<file path="src/rtl/npu_os_sequencer_pkg.sv">
// ============================================================================
// pkg_npu_seq: shared states, register offsets and opcodes for the OS sequencer
// Revision: 1.0
// ============================================================================
`default_nettype none

package pkg_npu_seq;

   typedef enum logic [2:0] {
      IDLE     = 3'd0,
      FLOW     = 3'd1,
      SKEW     = 3'd2,
      DRAIN    = 3'd3,
      STORE    = 3'd4,
      TILE_END = 3'd5,
      INTRA    = 3'd6,
      FINISH   = 3'd7
   } state_t;

   localparam logic [7:0] OFF_CTRL     = 8'h00;
   localparam logic [7:0] OFF_STATUS   = 8'h04;
   localparam logic [7:0] OFF_A_BASE   = 8'h08;
   localparam logic [7:0] OFF_ROWS     = 8'h0C;
   localparam logic [7:0] OFF_W_BASE   = 8'h10;
   localparam logic [7:0] OFF_COLS     = 8'h14;
   localparam logic [7:0] OFF_O_BASE   = 8'h18;
   localparam logic [7:0] OFF_INTRA_O  = 8'h1C;
   localparam logic [7:0] OFF_INTRA_A  = 8'h20;
   localparam logic [7:0] OFF_K        = 8'h24;
   localparam logic [7:0] OFF_TILES    = 8'h28;
   localparam logic [7:0] OFF_A_STRIDE = 8'h2C;
   localparam logic [7:0] OFF_O_STRIDE = 8'h30;

   localparam int CTRL_START_OS    = 0;
   localparam int CTRL_START_INTRA = 1;
   localparam int CTRL_ABORT       = 2;

   localparam logic [2:0] OP_IDLE  = 3'b000;
   localparam logic [2:0] OP_FLOW  = 3'b100;
   localparam logic [2:0] OP_DRAIN = 3'b110;

   // A tile count of zero still runs one tile.
   function automatic logic [31:0] tiles_eff(input logic [31:0] t);
      return (t == 32'd0) ? 32'd1 : t;
   endfunction

endpackage

`default_nettype wire

</file>
<file path="src/rtl/npu_os_sequencer_regfile.sv">
// ============================================================================
// npu_seq_regfile: bus-mapped configuration, control strobes and sticky status
// Revision: 1.0
// ============================================================================
`default_nettype none

module npu_seq_regfile
   import pkg_npu_seq::*;
#(
   parameter int                    DWidth     = 32,
   parameter int                    ADDR_WIDTH = 32,
   parameter logic [ADDR_WIDTH-1:0] PARA_BASE  = '0
) (
   input  logic                  clk_i,
   input  logic                  rst_ni,
   input  logic                  cen_i,
   input  logic                  wen_i,
   input  logic [ADDR_WIDTH-1:0] addr_i,
   input  logic [DWidth-1:0]     wdata_i,
   output logic [DWidth-1:0]     rdata_o,
   input  logic                  busy_i,
   input  logic                  set_done_i,
   input  logic                  set_err_i,
   output logic                  start_os_o,
   output logic                  start_intra_o,
   output logic                  abort_o,
   output logic [ADDR_WIDTH-1:0] a_base_o,
   output logic [ADDR_WIDTH-1:0] w_base_o,
   output logic [ADDR_WIDTH-1:0] o_base_o,
   output logic [ADDR_WIDTH-1:0] intra_o_base_o,
   output logic [ADDR_WIDTH-1:0] intra_a_base_o,
   output logic [ADDR_WIDTH-1:0] a_stride_o,
   output logic [ADDR_WIDTH-1:0] o_stride_o,
   output logic [DWidth-1:0]     rows_o,
   output logic [DWidth-1:0]     cols_o,
   output logic [DWidth-1:0]     k_o,
   output logic [DWidth-1:0]     tiles_o
);

   logic [ADDR_WIDTH-1:0] w_off;
   logic [7:0]            w_idx;
   logic                  w_hit;
   logic                  w_wr;
   logic                  w_rd;
   logic                  w_ctrl_wr;
   logic                  w_status_rd;
   logic [DWidth-1:0]     w_rd_val;

   logic [ADDR_WIDTH-1:0] a_base_q, w_base_q, o_base_q, intra_o_q, intra_a_q;
   logic [ADDR_WIDTH-1:0] a_stride_q, o_stride_q;
   logic [DWidth-1:0]     rows_q, cols_q, k_q, tiles_q;
   logic                  done_q, err_q;
   logic [DWidth-1:0]     rdata_q;

   assign w_off       = addr_i - PARA_BASE;
   assign w_idx       = w_off[7:0];
   assign w_hit       = ((w_off >> 8) == '0);
   assign w_wr        = cen_i & wen_i & w_hit;
   assign w_rd        = cen_i & ~wen_i;
   assign w_ctrl_wr   = w_wr & (w_idx == OFF_CTRL);
   assign w_status_rd = w_rd & w_hit & (w_idx == OFF_STATUS);

   assign start_os_o    = w_ctrl_wr & wdata_i[CTRL_START_OS];
   assign start_intra_o = w_ctrl_wr & wdata_i[CTRL_START_INTRA];
   assign abort_o       = w_ctrl_wr & wdata_i[CTRL_ABORT];

   // Dimensions and bases are frozen for the whole run once the sequencer is busy.
   always_ff @(posedge clk_i or negedge rst_ni) begin
      if (!rst_ni) begin
         a_base_q   <= '0;
         w_base_q   <= '0;
         o_base_q   <= '0;
         intra_o_q  <= '0;
         intra_a_q  <= '0;
         a_stride_q <= '0;
         o_stride_q <= '0;
         rows_q     <= '0;
         cols_q     <= '0;
         k_q        <= '0;
         tiles_q    <= '0;
      end else if (w_wr && !busy_i) begin
         case (w_idx)
            OFF_A_BASE:   a_base_q   <= ADDR_WIDTH'(wdata_i);
            OFF_ROWS:     rows_q     <= wdata_i;
            OFF_W_BASE:   w_base_q   <= ADDR_WIDTH'(wdata_i);
            OFF_COLS:     cols_q     <= wdata_i;
            OFF_O_BASE:   o_base_q   <= ADDR_WIDTH'(wdata_i);
            OFF_INTRA_O:  intra_o_q  <= ADDR_WIDTH'(wdata_i);
            OFF_INTRA_A:  intra_a_q  <= ADDR_WIDTH'(wdata_i);
            OFF_K:        k_q        <= wdata_i;
            OFF_TILES:    tiles_q    <= wdata_i;
            OFF_A_STRIDE: a_stride_q <= ADDR_WIDTH'(wdata_i);
            OFF_O_STRIDE: o_stride_q <= ADDR_WIDTH'(wdata_i);
            default: ;
         endcase
      end
   end

   // A new event in the same cycle as a STATUS read survives the clear.
   always_ff @(posedge clk_i or negedge rst_ni) begin
      if (!rst_ni) begin
         done_q <= 1'b0;
         err_q  <= 1'b0;
      end else begin
         if (set_done_i)       done_q <= 1'b1;
         else if (w_status_rd) done_q <= 1'b0;
         if (set_err_i)        err_q  <= 1'b1;
         else if (w_status_rd) err_q  <= 1'b0;
      end
   end

   always_comb begin
      w_rd_val = '0;
      if (w_hit) begin
         case (w_idx)
            OFF_STATUS:   w_rd_val = DWidth'({err_q, done_q, busy_i});
            OFF_A_BASE:   w_rd_val = DWidth'(a_base_q);
            OFF_ROWS:     w_rd_val = rows_q;
            OFF_W_BASE:   w_rd_val = DWidth'(w_base_q);
            OFF_COLS:     w_rd_val = cols_q;
            OFF_O_BASE:   w_rd_val = DWidth'(o_base_q);
            OFF_INTRA_O:  w_rd_val = DWidth'(intra_o_q);
            OFF_INTRA_A:  w_rd_val = DWidth'(intra_a_q);
            OFF_K:        w_rd_val = k_q;
            OFF_TILES:    w_rd_val = tiles_q;
            OFF_A_STRIDE: w_rd_val = DWidth'(a_stride_q);
            OFF_O_STRIDE: w_rd_val = DWidth'(o_stride_q);
            default:      w_rd_val = '0;
         endcase
      end
   end

   always_ff @(posedge clk_i or negedge rst_ni) begin
      if (!rst_ni)   rdata_q <= '0;
      else if (w_rd) rdata_q <= w_rd_val;
   end

   assign rdata_o        = rdata_q;
   assign a_base_o       = a_base_q;
   assign w_base_o       = w_base_q;
   assign o_base_o       = o_base_q;
   assign intra_o_base_o = intra_o_q;
   assign intra_a_base_o = intra_a_q;
   assign a_stride_o     = a_stride_q;
   assign o_stride_o     = o_stride_q;
   assign rows_o         = rows_q;
   assign cols_o         = cols_q;
   assign k_o            = k_q;
   assign tiles_o        = tiles_q;

endmodule

`default_nettype wire

</file>
<file path="src/rtl/npu_os_sequencer.sv">
// ============================================================================
// npu_os_sequencer: output-stationary systolic tile sequencer with intranet mode
// Revision: 1.0
// ============================================================================
`default_nettype none

module npu_os_sequencer
   import pkg_npu_seq::*;
#(
   parameter int                    DWidth     = 32,
   parameter int                    ADDR_WIDTH = 32,
   parameter int                    ARRAY_N    = 16,
   parameter int                    ARRAY_M    = 16,
   parameter logic [ADDR_WIDTH-1:0] PARA_BASE  = '0
) (
   input  logic                        clk_i,
   input  logic                        rst_ni,
   input  logic                        cen_i,
   input  logic                        wen_i,
   input  logic [ADDR_WIDTH-1:0]       addr_i,
   input  logic [DWidth-1:0]           wdata_i,
   output logic [DWidth-1:0]           rdata_o,
   output logic                        a_buf_on,
   output logic                        w_buf_on,
   output logic                        o_ag_o_on,
   output logic                        sa_reset,
   output logic                        intranet_on,
   output logic                        intra_sig_start,
   output logic [2:0]                  operation_signal_in,
   output logic [ADDR_WIDTH-1:0]       a_base_addr,
   output logic [ADDR_WIDTH-1:0]       w_base_addr,
   output logic [ADDR_WIDTH-1:0]       o_base_addr,
   output logic [ADDR_WIDTH-1:0]       intra_o_base_addr,
   output logic [ADDR_WIDTH-1:0]       intra_a_base_addr,
   output logic [$clog2(ARRAY_N):0]    a_num_rows,
   output logic [$clog2(ARRAY_M):0]    w_num_cols,
   output logic                        busy_o,
   output logic                        done_irq_o
);

   localparam int ROWS_W = $clog2(ARRAY_N) + 1;
   localparam int COLS_W = $clog2(ARRAY_M) + 1;

   logic                  w_start_os, w_start_intra, w_abort;
   logic                  w_set_done, w_set_err;
   logic [ADDR_WIDTH-1:0] cfg_a_base, cfg_o_base, cfg_a_stride, cfg_o_stride;
   logic [DWidth-1:0]     cfg_rows, cfg_cols, cfg_k, cfg_tiles;

   state_t                state_q, state_d;
   logic [31:0]           cnt_q, cnt_d;
   logic [31:0]           tiles_q, tiles_d;
   logic [ADDR_WIDTH-1:0] a_cur_q, a_cur_d, o_cur_q, o_cur_d;

   logic [31:0]           w_rows, w_cols, w_k, w_len;
   logic                  w_last, w_cfg_bad;

   npu_seq_regfile #(
      .DWidth     (DWidth),
      .ADDR_WIDTH (ADDR_WIDTH),
      .PARA_BASE  (PARA_BASE)
   ) u_regfile (
      .clk_i          (clk_i),
      .rst_ni         (rst_ni),
      .cen_i          (cen_i),
      .wen_i          (wen_i),
      .addr_i         (addr_i),
      .wdata_i        (wdata_i),
      .rdata_o        (rdata_o),
      .busy_i         (busy_o),
      .set_done_i     (w_set_done),
      .set_err_i      (w_set_err),
      .start_os_o     (w_start_os),
      .start_intra_o  (w_start_intra),
      .abort_o        (w_abort),
      .a_base_o       (cfg_a_base),
      .w_base_o       (w_base_addr),
      .o_base_o       (cfg_o_base),
      .intra_o_base_o (intra_o_base_addr),
      .intra_a_base_o (intra_a_base_addr),
      .a_stride_o     (cfg_a_stride),
      .o_stride_o     (cfg_o_stride),
      .rows_o         (cfg_rows),
      .cols_o         (cfg_cols),
      .k_o            (cfg_k),
      .tiles_o        (cfg_tiles)
   );

   assign w_rows = 32'(cfg_rows);
   assign w_cols = 32'(cfg_cols);
   assign w_k    = 32'(cfg_k);

   assign w_cfg_bad = (w_k == 32'd0) || (w_rows == 32'd0) || (w_cols == 32'd0) ||
                      (w_rows > 32'(ARRAY_N)) || (w_cols > 32'(ARRAY_M));

   // Every phase that uses the counter is at least one cycle long by construction.
   always_comb begin
      w_len = 32'd1;
      case (state_q)
         FLOW:    w_len = w_k;
         SKEW:    w_len = w_rows + w_cols - 32'd1;
         DRAIN:   w_len = 32'(ARRAY_N) - w_rows;
         STORE:   w_len = w_rows + 32'd1;
         INTRA:   w_len = w_rows + w_cols + 32'd1;
         default: w_len = 32'd1;
      endcase
   end

   assign w_last = (cnt_q == w_len - 32'd1);

   always_comb begin
      state_d             = state_q;
      a_buf_on            = 1'b0;
      w_buf_on            = 1'b0;
      o_ag_o_on           = 1'b0;
      sa_reset            = 1'b0;
      intranet_on         = 1'b0;
      intra_sig_start     = 1'b0;
      operation_signal_in = OP_IDLE;
      done_irq_o          = 1'b0;
      w_set_done          = 1'b0;
      w_set_err           = 1'b0;
      case (state_q)
         IDLE: begin
            sa_reset = 1'b1;
            if (!w_abort) begin
               if (w_start_os) begin
                  if (w_cfg_bad) w_set_err = 1'b1;
                  else           state_d   = FLOW;
               end else if (w_start_intra) begin
                  state_d = INTRA;
               end
            end
         end
         FLOW: begin
            a_buf_on            = 1'b1;
            w_buf_on            = 1'b1;
            operation_signal_in = OP_FLOW;
            if (w_last) state_d = SKEW;
         end
         SKEW: begin
            operation_signal_in = OP_FLOW;
            if (w_last) state_d = (w_rows == 32'(ARRAY_N)) ? STORE : DRAIN;
         end
         DRAIN: begin
            operation_signal_in = OP_DRAIN;
            if (w_last) state_d = STORE;
         end
         STORE: begin
            o_ag_o_on           = 1'b1;
            operation_signal_in = OP_DRAIN;
            if (w_last) state_d = TILE_END;
         end
         TILE_END: begin
            sa_reset = 1'b1;
            state_d  = (tiles_q > 32'd1) ? FLOW : FINISH;
         end
         INTRA: begin
            intranet_on     = 1'b1;
            intra_sig_start = 1'b1;
            if (w_last) state_d = FINISH;
         end
         FINISH: begin
            done_irq_o = 1'b1;
            w_set_done = 1'b1;
            state_d    = IDLE;
         end
         default: state_d = IDLE;
      endcase

      // Abort silences the datapath in the same cycle it is written.
      if (w_abort && (state_q != IDLE)) begin
         state_d             = IDLE;
         a_buf_on            = 1'b0;
         w_buf_on            = 1'b0;
         o_ag_o_on           = 1'b0;
         intranet_on         = 1'b0;
         intra_sig_start     = 1'b0;
         operation_signal_in = OP_IDLE;
         done_irq_o          = 1'b0;
         w_set_done          = 1'b0;
         sa_reset            = 1'b1;
      end
   end

   always_comb begin
      cnt_d   = (state_d != state_q) ? 32'd0 : cnt_q + 32'd1;
      tiles_d = tiles_q;
      a_cur_d = a_cur_q;
      o_cur_d = o_cur_q;
      if (state_q == IDLE) begin
         tiles_d = tiles_eff(32'(cfg_tiles));
         a_cur_d = cfg_a_base;
         o_cur_d = cfg_o_base;
      end else if ((state_q == TILE_END) && (state_d == FLOW)) begin
         tiles_d = tiles_q - 32'd1;
         a_cur_d = a_cur_q + cfg_a_stride;
         o_cur_d = o_cur_q + cfg_o_stride;
      end
   end

   always_ff @(posedge clk_i or negedge rst_ni) begin
      if (!rst_ni) begin
         state_q <= IDLE;
         cnt_q   <= '0;
         tiles_q <= '0;
         a_cur_q <= '0;
         o_cur_q <= '0;
      end else begin
         state_q <= state_d;
         cnt_q   <= cnt_d;
         tiles_q <= tiles_d;
         a_cur_q <= a_cur_d;
         o_cur_q <= o_cur_d;
      end
   end

   // In IDLE the programmed bases show through, so per-tile offsets vanish after a run.
   assign a_base_addr = (state_q == IDLE) ? cfg_a_base : a_cur_q;
   assign o_base_addr = (state_q == IDLE) ? cfg_o_base : o_cur_q;
   assign a_num_rows  = ROWS_W'(cfg_rows);
   assign w_num_cols  = COLS_W'(cfg_cols);
   assign busy_o      = (state_q != IDLE);

endmodule

`default_nettype wire

</file>
<file path="config.mk">
export PLATFORM = sky130hd
export DESIGN_NAME = npu_os_sequencer
export DESIGN_NICKNAME = d
export VERILOG_FILES = /design/src/rtl/npu_os_sequencer_pkg.sv /design/src/rtl/npu_os_sequencer_regfile.sv /design/src/rtl/npu_os_sequencer.sv
export SDC_FILE = /design/constraint.sdc
export NUM_CORES = 1
export LEC_CHECK = 0
export ABC_AREA = 1
export BUFFER_PORTS_ARGS = -buffer_cell sky130_fd_sc_hd__buf_2
export CAP_MARGIN = 25
export CELL_PAD_IN_SITES_DETAIL_PLACEMENT = 0
export CELL_PAD_IN_SITES_GLOBAL_PLACEMENT = 1
export CORE_MARGIN = 3
export CORE_UTILIZATION = 45
export DETAILED_ROUTE_END_ITERATION = 8
export PLACE_DENSITY = 0.82
export SYNTH_ARGS = -nofsm -noshare
export SYNTH_HDL_FRONTEND = slang
export SYNTH_SLANG_ARGS = --single-unit
</file>
<file path="constraint.sdc">
create_clock -name clk_i -period 5.6 [get_ports clk_i]
set_clock_uncertainty 0.05 [all_clocks]
set_input_delay 0.56 -clock clk_i [delete_from_list [all_inputs] [get_ports clk_i]]
set_output_delay 0.56 -clock clk_i [all_outputs]
set_load 0.01 [all_outputs]
</file>
[After elaboration in Yosys (flattened, before gate mapping)]
Index checks and enable logic that the tools add are counted.
Storage, ports and cells
  bits of input ports: 68
  flip-flop bits (word level): 517
  word-level logic and storage cells: 143
  output and inout bits: 213
Operators by class
  order comparisons: 3
  multiplexer cells: 45
  reduce and logical (&&, ||, !) cells: 33
  $add $sub $neg: 10
  bitwise gates (word level): 10
  equality and inequality tests: 23
Operator list (count)
  case mux 32 bit (12 select lines): 1
  two-way mux 32 bit: 11
  logical NOT 32 bit: 5
  case mux 32 bit (5 select lines): 1
  adder 32 x 1 -> 32 bit, second input constant: 3
  adder 32 bit: 3
  subtractor 32 x 1 -> 32 bit, second input constant: 3
  greater-than comparator 32 x 5 -> 1 bit, second input constant: 2
  equality test 8 x 6 -> 1 bit, second input constant: 5
  two-way mux 3 bit: 13
  equality test 32 bit: 1
  equality test 32 x 5 -> 1 bit, second input constant: 1
  equality test 8 x 5 -> 1 bit, second input constant: 4
  greater-than comparator 32 x 1 -> 1 bit, second input constant: 1
  subtractor 5 x 32 -> 32 bit, first input constant: 1
  case mux 3 bit (8 select lines): 1
  AND reduction 2 bit: 11
  two-way mux 1 bit: 17
  equality test 8 x 4 -> 1 bit, second input constant: 2
  equality test 3 bit, second input constant: 4
  AND 1 bit: 9
  equality test 8 x 3 -> 1 bit, second input constant: 1
  logical NOT 8 bit: 1
  equality test 3 x 1 -> 1 bit, second input constant: 2
  other kinds (11): 21

[Logic depth before layout (Yosys ltp)]
Gate-level depths: netlist of run 1.
  depth in word-level cells: 14
  gate-level depth with buffers: 46
  mapped depth without buffers: 44

[Modules after synthesis]
Synthesis of run 1 repeated with hierarchy kept, for this count alone.
Unflattened totals
  cell total of the unflattened synthesis: 5781
  area total of the unflattened synthesis: 37230.7 um2
By module, submodules not included
  npu_os_sequencer: times used 1, area each 19603.8 um2, cells each 3613, sequential area each 3278.1 um2
  npu_seq_regfile: times used 1, area each 17626.9 um2, cells each 2168, sequential area each 9659.3 um2

[Least setup slack after synthesis of run 1]
Ideal clock, no wire load.
  path kind: register to register
  start point: register u_regfile.rows_q[0], in the netlist u_regfile.rows_o[0]
  end point: register a_cur_q[4]
  library setup time: 116 ps
  period minus slack after synthesis: 4859 ps
  required time: 5434 ps
  stages on the path, launching flop included: 41
  path buffers: 2
  data arrival time: 4694 ps
  path slack: 741 ps
  path through: dfrtp_1 > ha_1 > inv_1 > fa_1 > o21ai_4 > ha_1 > inv_1 > nor2_1 > nor2_2 > ha_1 > inv_1 > nor2_1 > nand3_1 > inv_1 > nand2_1 > nor2_1 > nand2_1 > nor2_1 > (+5 left out) > nand2_1 > nand3_1 > a21oi_1 > nand2_1 > nor2_2 > nand2_1 > nand2_1 > nand2_1 > clkinv_1 > nand2_2 > nand2_4 > inv_6 > nand2_8 > nand2_8 > buf_12 > buf_12 > nand2_2 > nand2_2
On the way
  cells in the longest elaborated chain, start to end: 13
  elaborated cells on any way between the ends: 29
  classes of those cells: 6 x add/sub; 1 x order compare; 3 x eq/ne; 12 x mux; 7 x reduce/logical
RTL lines
  start: declaration: RTL line npu_os_sequencer_regfile.sv:51  | logic [DWidth-1:0] rows_q, cols_q, k_q, tiles_q;
  start signal: assignment: RTL line npu_os_sequencer_regfile.sv:84  | OFF_ROWS: rows_q <= wdata_i;
  parallel branches: the longest is 8 deep, another holds adder 32 bit
  case mux 3 bit (8 select lines) *: RTL line npu_os_sequencer.sv:122  | case (state_q)
  two-way mux 3 bit *: RTL line npu_os_sequencer.sv:171  | if (w_abort && (state_q != IDLE)) begin
  net state_d[0]: RTL line npu_os_sequencer.sv:49  | state_t state_q, state_d;
  equality test 3 x 1 -> 1 bit *: RTL line npu_os_sequencer.sv:194  | end else if ((state_q == TILE_END) && (state_d == FLOW)) begin
  logical AND 1 bit *: RTL line npu_os_sequencer.sv:194
  nonzero test 2 bit (no source line) *
  end signal: assignment: RTL line npu_os_sequencer.sv:212  | a_cur_q <= a_cur_d;
  end: declaration: RTL line npu_os_sequencer.sv:52  | logic [ADDR_WIDTH-1:0] a_cur_q, a_cur_d, o_cur_q, o_cur_d;
Mark *: on every way through the listed nets, which the timed path passes.
A chain may end at the register's enable or synchronous reset.

[Worst setup path in the final report of run 1]
  start point: register u_regfile.cols_q[0], in the netlist u_regfile.cols_o[0]
  end point: register tiles_q[7]
On the way
  cells in the longest elaborated chain, start to end: 12
  elaborated cells on any way between the ends: 24
  classes of those cells: 4 x add/sub; 1 x order compare; 2 x eq/ne; 11 x mux; 6 x reduce/logical
RTL lines
  start: declaration: RTL line npu_os_sequencer_regfile.sv:51
  start signal: assignment: RTL line npu_os_sequencer_regfile.sv:86  | OFF_COLS: cols_q <= wdata_i;
  parallel branches: the longest is 7 deep, another holds adder 32 bit
  case mux 3 bit (8 select lines) *: RTL line npu_os_sequencer.sv:122
  two-way mux 3 bit *: RTL line npu_os_sequencer.sv:171
  net state_d[0]: RTL line npu_os_sequencer.sv:49
  equality test 3 x 1 -> 1 bit *: RTL line npu_os_sequencer.sv:194
  logical AND 1 bit *: RTL line npu_os_sequencer.sv:194
  nonzero test 2 bit (no source line) *
  end signal: assignment: RTL line npu_os_sequencer.sv:211  | tiles_q <= tiles_d;
  end: declaration: RTL line npu_os_sequencer.sv:51  | logic [31:0] tiles_q, tiles_d;
Marks and branches as above.

==> results.json, run 1 <==
{
  "outcome": "finished, final reports clean",
  "wl_per_cell_um": 22.3,
  "crit_family": "simple AND/OR/NAND/NOR gates",
  "ys_types": 74,
  "ys_warn_count": 0,
  "synth-simple-area-share_pct": 33.5,
  "maxSlewHeadroom_pct": 27.0,
  "grt_max_degree": 167,
  "seqCellArea_sq_um": 12900,
  "clk_latency_ns": 0.67,
  "design.die.area_sq_um": 84100,
  "crit_path_frequent_cell": "nand2_2",
  "antenna_found_initial": 3,
  "postSynthCellCount": 5277,
  "end_kind": "flip-flop",
  "globalplace.congestion": 0.998,
  "io_pins": 281,
  "worst_r2r_endpoint": "tiles_q[7]",
  "hold_path.class": "input pin to flip-flop",
  "peakVddDrop_uv": 226,
  "synth_top_family_by_area": "simple AND/OR/NAND/NOR gates",
  "startpoint_type": "flip-flop",
  "drtIter0Drc": 3868,
  "h-tree-depth": 2,
  "yosysSeqAreaShare_pct": 35.7,
  "initial_core_util_pct": 45.7,
  "final_util_pct": 53.2,
  "port_buffers": 279,
  "powerDensity_nw_per_um2": 195,
  "synth_top_area_share_pct": 35.7,
  "cts_tree": "yes",
  "row_count": 103,
  "num_antenna_cells": 0,
  "min_to": "u_regfile.a_base_o[27]",
  "worst_slew_pin_slew_ns": 1.07,
  "syn_to_final_growth_pct": 16.4,
  "setup_viol": 0,
  "grt_pass1_wl_um": 219000,
  "final_nets": 5700,
  "cts_made_buffers": 60,
  "path_buf_inv": 5,
  "avgSynthCellArea_sq_um": 6.88,
  "synth-adder-area-share_pct": 3.61,
  "hold_start": "wdata_i[27]",
  "yosysTopAreaCell": "dfrtp_1",
  "syn-num-nets": 5448,
  "synthesis.area_sq_um": 36300,
  "num_vias": 37730,
  "period_minus_slack_ns": 5.33,
  "max_freq_mhz": 188,
  "max_stage_delay_ns": 0.64,
  "fillers": 8006,
  "grt_use_total_pct": 33.6,
  "whs_ns": 0.354,
  "critPathArrivalTime_ns": 5.81,
  "r2r_cells": 38,
  "synth_area_leaders": "dfrtp_1, nand2_1, o21ai_0, nand3_1, inv_1",
  "grt-ovfl-total": 0,
  "hpwlAfterDp_um": 111000,
  "worstPathRequired_ns": 6.08,
  "cts_sinks": 517,
  "p_leak_uw": 0.0211,
  "multi_input_area_sq_um": 20700,
  "r2r-start": "u_regfile.cols_o[0]",
  "core_area_sq_um": 79400,
  "synth_compound_area_share_pct": 15.8,
  "first_pass_iters": 6,
  "final_cell_count_no_fill": 6625,
  "crit_cells": 38,
  "ys_ff_latch": 517,
  "drcViolationCount": 0,
  "cts-root-buf": "clkbuf_16",
  "final_antenna_net_count": 0,
  "synth_ff_type": "dfrtp_1",
  "drv_cap": 0,
  "avgViaCountPerCell": 5.70,
  "ff2ff_setup_slack_ns": 0.27,
  "grt_pass1_vias": 34989,
  "synthMuxAreaShare_pct": 0,
  "cts.path.max_buffers": 3,
  "synth_edf_count": 0,
  "final.period_utilization_pct": 95.2,
  "finalHoldViolCount": 0,
  "whs_path_depth": 3,
  "cp_max_fo": 6,
  "synth-xor-area-share_pct": 1.50,
  "cts.reportedPaths.clkPinSlew_ns": 0.06,
  "worstSetupPathType": "flip-flop to flip-flop",
  "maxSlewViolCount": 0,
  "routed_wl_um": 148000,
  "drive_gt1_share_pct": 17.7,
  "dpl.cell_count": 6479,
  "async_reset_ff_share_pct": 100,
  "crit_slowest_cell": "fa_2",
  "die_w_um": 290,
  "fp.dieH_um": 290
}
[report_power, final]
part | internal [uW] | switching [uW] | total, uW
combinational | 30.3 | 169 | 200
sequential | 3740 | 1.87 | 3740
clock | 2570 | 1740 | 4310
[tightest hold or removal path, stage by stage]
cell and delay [ns]:
buf_2 0.08, inv_1 0.19, o21ai_0 0.21
[placed cells by master (no fill, tap or decap), types with 21 or more instances in the layout]
master | Yosys | final
nand2_2 | 120 | 164
nand3_2 | 20 | 47
a221oi_1 | 71 | 71
o22ai_1 | 34 | 34
inv_1 | 554 | 547
nor2_4 | 16 | 55
ha_1 | 100 | 85
xor2_1 | 49 | 48
nor2_2 | 32 | 44
a21oi_1 | 161 | 157
buf_2 | 15 | 279
nor3_1 | 56 | 50
dfrtp_1 | 517 | 515
nor4_1 | 29 | 28
o21ai_0 | 671 | 667
inv_2 | 19 | 25
buf_4 | 25 | 130
nand4_1 | 94 | 94
clkbuf_16 | 0 | 66
nor3_2 | 27 | 31
nand2_1 | 1536 | 1484
nand3_1 | 428 | 398
nor2_1 | 328 | 277
a22o_1 | 21 | 21
[cells in the mapped netlist (all sizes together), types with 2 or more instances]
cell         number
nand2          1664
o21ai           675
inv             575
dfrtp           517
nand3           449
nor2            378
clkbuf          179
a21oi           164
ha              100
nand4            94
nor3             83
a221oi           71
buf              66
xor2             49
o22ai            34
nor4             29
a22o             21
xnor2            13
a31oi            12
or2              12
clkinv           10
o21bai           10
o2111ai           8
and2              7
nand3b            6
o211ai            5
a2111oi           4
a22oi             4
dlygate4sd3       4
a211oi            3
fa                3
o221ai            3
o31ai             3
a32oi             2
a41oi             2
and3              2
nor3b             2
o21a              2
or4               2
[routing by layer]
| metal | vias to the layer above | wire length, um | global-route usage [%] |
|---|---|---|---|
| met4 | 2 | 6030 | 12.1 |
| met1 | 17930 | 62700 | 46.2 |
| met3 | 292 | 12700 | 5.79 |
| li1 | 17921 | - | - |
| met2 | 1585 | 66700 | 53.3 |
| met5 | - | 9 | 0 |
[area by class of cell]
cell class	count	area share (%)
Sequential cell	517	30.6
Timing Repair Buffer	438	6.97
Multi-Input combinational cell	3927	49.0
Clock inverter	30	1.10
Clock buffer	78	3.98
Tap cell	1050	3.11
Inverter	585	5.25
[state kept, by name, indices dropped and copies added (netlist names)]
signal and cells:
a_cur_q 32, cnt_q 32, o_cur_q 32, state_q 3
tiles_q 32, u_regfile.a_base_o 32, u_regfile.a_stride_o 32, u_regfile.cols_o 32
u_regfile.done_q 1, u_regfile.err_q 1, u_regfile.intra_a_base_o 32, u_regfile.intra_o_base_o 32
u_regfile.k_o 32, u_regfile.o_base_o 32, u_regfile.o_stride_o 32, u_regfile.rdata_o 32
u_regfile.rows_o 32, u_regfile.tiles_o 32, u_regfile.w_base_o 32
[repair_timing]
| action | 4_1_cts | 5_1_grt |
|---|---|---|
| pin swaps | 0 | 83 |
| gates resized for setup | 3 | 217 |
| setup buffers | 0 | 24 |
| endpoints found under the setup margin | 102 | 129 |
| cloned | 0 | 12 |
| hold endpoints to repair | 68 | 0 |
| hold buffers | 1 | 0 |
[logic make-up after synthesis]
family | Yosys count
simple gates | 2729
compound gates | 1029
buf+inv | 836
flops | 517
fa+ha+maj | 103
xor+xnor | 62
other cells | 1
[stage by stage]
stage / setup slack, ns / total power [uW] / TNS [ns] / instance area, sq um
3_3_place_gp: 0.0282 / 4010 / 0 / 38800
2_1_floorplan: 0.741 / 3850 / 0 / 36300
4_1_cts: 0.0322 / 8290 / 0 / 41000
5_1_grt: -0.0682 / 8450 / -2.54 / 42200
6_report: 0.271 / 8250 / 0 / 42200
3_5_place_dp: -0.0797 / 4010 / -4.52 / 38800
[how the worst max path moves through the flow]
stage | to | slack (ns) | from
after global placement | o_cur_q[6] | 0.03 | u_regfile.rows_o[0]
after floorplan | a_cur_q[4] | 0.74 | u_regfile.rows_o[0]
after CTS | tiles_q[12] | 0.03 | u_regfile.rows_o[0]
after detailed placement | o_cur_q[2] | -0.08 | u_regfile.rows_o[0]
final | tiles_q[7] | 0.27 | u_regfile.cols_o[0]
after global routing | tiles_q[10] | -0.07 | u_regfile.rows_o[0]
(Power assumes the default switching activity.)
==> run 2: changes to the inputs <==
ABC_AREA = unset   (was 1)
CORE_UTILIZATION = 48   (was 45)
SKIP_LAST_GASP = 1   (was unset)
==> run 2 against run 1 <==
  * The run now ends with setup timing left
  * Synthesized cell count fell by 30%
  * Total power shrank 5.3%
  * Routed wire length is 16% lower
  * Core utilization is 6.2 points higher
  * Register-to-register slack worse by 1.2 ns
  * Sequential share of layout area up 0.17 points
  * Setup slack worse by 1.2 ns
  * First-iteration DRC count fell by 13%
  * Sequential power hardly changed
  * Combinational power down 3%
  * Clock power down 10%
  * Maximum frequency shrank 19%
==> results.json, run 2 <==
{
  "synth_top_cells_by_count": "dfrtp_1, nand2_1, mux2_2, nor2_1, clkbuf_1",
  "final_antenna_net_count": 0,
  "critPathArrivalTime_ns": 7.05,
  "total_power_uw": 7810,
  "hold_path.class": "input pin to flip-flop",
  "max_freq_mhz": 153,
  "worst_r2r_endpoint": "cnt_q[6]",
  "num_antenna_cells": 0,
  "synth_edf_count": 0,
  "port_buffers": 279,
  "first_pass_iters": 7,
  "ys_warn_count": 0,
  "avgViaCountPerCell": 6.18,
  "async_reset_ff_share_pct": 100,
  "core_area_sq_um": 70800,
  "crit_family": "simple AND/OR/NAND/NOR gates",
  "yosysSeqAreaShare_pct": 37.4,
  "avgSynthCellArea_sq_um": 9.31,
  "routed_wl_um": 124000,
  "drcViolationCount": 0,
  "worst_slew_pin_slew_ns": 1.11,
  "placed_cell_area_sq_um": 39800,
  "antenna_found_initial": 2,
  "hpwlAfterDp_um": 91600,
  "grt_pass1_vias": 31643,
  "cts_tree": "yes",
  "syn_to_final_growth_pct": 21.4,
  "startpoint_type": "flip-flop",
  "globalplace.congestion": 0.986,
  "design.die.area_sq_um": 75400,
  "setup_ws_ns": -0.942,
  "final_cell_count_no_fill": 5249,
  "setup_viol": 35,
  "dpl.cell_count": 5137,
  "final.setup.tns_ns": -31.68,
  "cts.path.max_buffers": 3,
  "worstPathRequired_ns": 6.11,
  "num_vias": 32434,
  "cts_sinks": 517,
  "io_pins": 281,
  "grt_pass1_wl_um": 190000,
  "worstSetupPathType": "flip-flop to flip-flop",
  "grt_max_degree": 174,
  "fp.dieH_um": 275,
  "ys_types": 102,
  "drive_gt1_share_pct": 30.4,
  "final_common_cell": "dfrtp_1",
  "rsz0062_at_grt": "yes",
  "yosysTopAreaCell": "dfrtp_1",
  "cts_made_buffers": 56,
  "max_stage_delay_ns": 0.56,
  "final.period_utilization_pct": 117,
  "crit_path_frequent_cell": "or4_4",
  "end_kind": "flip-flop",
  "p_leak_uw": 0.0207,
  "grt-ovfl-total": 0,
  "whs_path_depth": 2,
  "wl_per_cell_um": 23.7,
  "initial_core_util_pct": 48.9,
  "ys_ff_latch": 517,
  "r2r_cells": 25,
  "maxSlewHeadroom_pct": 26.0,
  "row_count": 97,
  "die_w_um": 275,
  "finalInstanceArea_sq_um": 42000,
  "synthesis.area_sq_um": 34600,
  "crit_slowest_cell": "or4_4",
  "post-synth-top-count-cell": "dfrtp_1",
  "h-tree-depth": 2,
  "peakVddDrop_uv": 240,
  "grt_use_total_pct": 32.5,
  "synth_ff_type": "dfrtp_1",
  "layout_common_cells": "dfrtp_1, buf_4, nand2_1",
  "outcome": "finished, violations left",
  "min_to": "u_regfile.w_base_o[18]",
  "r2r-start": "u_regfile.cols_o[0]",
  "synth_area_leaders": "dfrtp_1, mux2_2, nand2_1, ha_1, xnor2_1",
  "drv_cap": 0,
  "cp_max_fo": 6,
  "final_util_pct": 59.4,
  "cts.reportedPaths.clkPinSlew_ns": 0.07,
  "ff2ff_setup_slack_ns": -0.94,
  "clk_latency_ns": 0.67,
  "powerDensity_nw_per_um2": 186,
  "path_buf_inv": 4,
  "maxSlewViolCount": 0,
  "period_minus_slack_ns": 6.54,
  "drtIter0Drc": 3373,
  "finalHoldViolCount": 0,
  "violations": "setup timing",
  "final_nets": 4435,
  "syn-num-nets": 3889,
  "synth_top_area_share_pct": 37.4,
  "cts-root-buf": "clkbuf_16",
  "postSynthCellCount": 3718,
  "hold_start": "wdata_i[18]"
}
run 2: area by class of cell:
class / instances / area (sq um)
Timing Repair Buffer: 746 / 5040
Sequential cell: 517 / 12900
Tap cell: 940 / 1180
Inverter: 58 / 219
Clock buffer: 76 / 1610
Fill cell: 6203 / 28800
Clock inverter: 27 / 333
Multi-Input combinational cell: 2885 / 20700
run 2: how the worst max path moves through the flow:
stage / startpoint / endpoint / slack [ns] / depth (start not counted)
final: u_regfile.cols_o[0] / cnt_q[6] / -0.94 / 25
after global routing: u_regfile.cols_o[1] / cnt_q[14] / -1.16 / 25
after CTS: u_regfile.cols_o[0] / cnt_q[30] / -0.91 / 23
after detailed placement: u_regfile.cols_o[0] / cnt_q[0] / -1.03 / 23
after global placement: u_regfile.rows_o[0] / cnt_q[0] / -0.92 / 23
after floorplan: u_regfile.cols_o[0] / cnt_q[10] / -0.79 / 25
run 2: logic make-up (layout without fill, tap and decap cells):
family                   Yosys count  after routing  synth area share [%]
flip-flops                       517            517                  37.4
multiplexers                     448            448                  14.3
AND/OR/NAND/NOR                 1264           1264                  17.9
buffers and inverters            316            907                  3.87
other                              1              1                0.0108
XOR/XNOR                         207            207                  5.34
adder cells (fa/ha/maj)          103            103                  3.79
AO/OA/AOI/OAI                    862            862                  17.5
run 2: metal layers:
layer	part of all wire [%]	wire, um	vias up	global-route usage (%)
met2	46	56700	1306	51.7
met1	42	52800	16019	44.3
met5	0.010	13	-	0
li1	-	-	14863	-
met3	8.2	10200	244	6.32
met4	3.8	4750	2	11.5
run 2: through the flow:
| stage | hold slack (ns) | worst slack, ns |
|---|---|---|
| after floorplan | 0.214 | -0.791 |
| after global placement | 0.407 | -0.922 |
| after detailed placement | 0.410 | -1.03 |
| after CTS | 0.255 | -0.914 |
| after global routing | 0.296 | -1.16 |
| final | 0.281 | -0.942 |
run 2: report_power, final:
part / total [uW] / internal [uW] / switching (uW)
Clock: 3880 / 2180 / 1700
Sequential: 3740 / 3740 / 3.17
Combinational: 194 / 32.6 / 161
Total: 7810 / 5950 / 1870
run 2: timing repair:
| item | in CTS | in global routing |
|---|---|---|
| endpoints found under the setup margin | 36 | 41 |
| gates cloned | 1 | 0 |
| hold buffers | 1 | 0 |
| resized for setup | 11 | 36 |
| setup buffers | 5 | 1 |
| endpoints found under the hold margin | 70 | 0 |
| pin swaps | 4 | 4 |
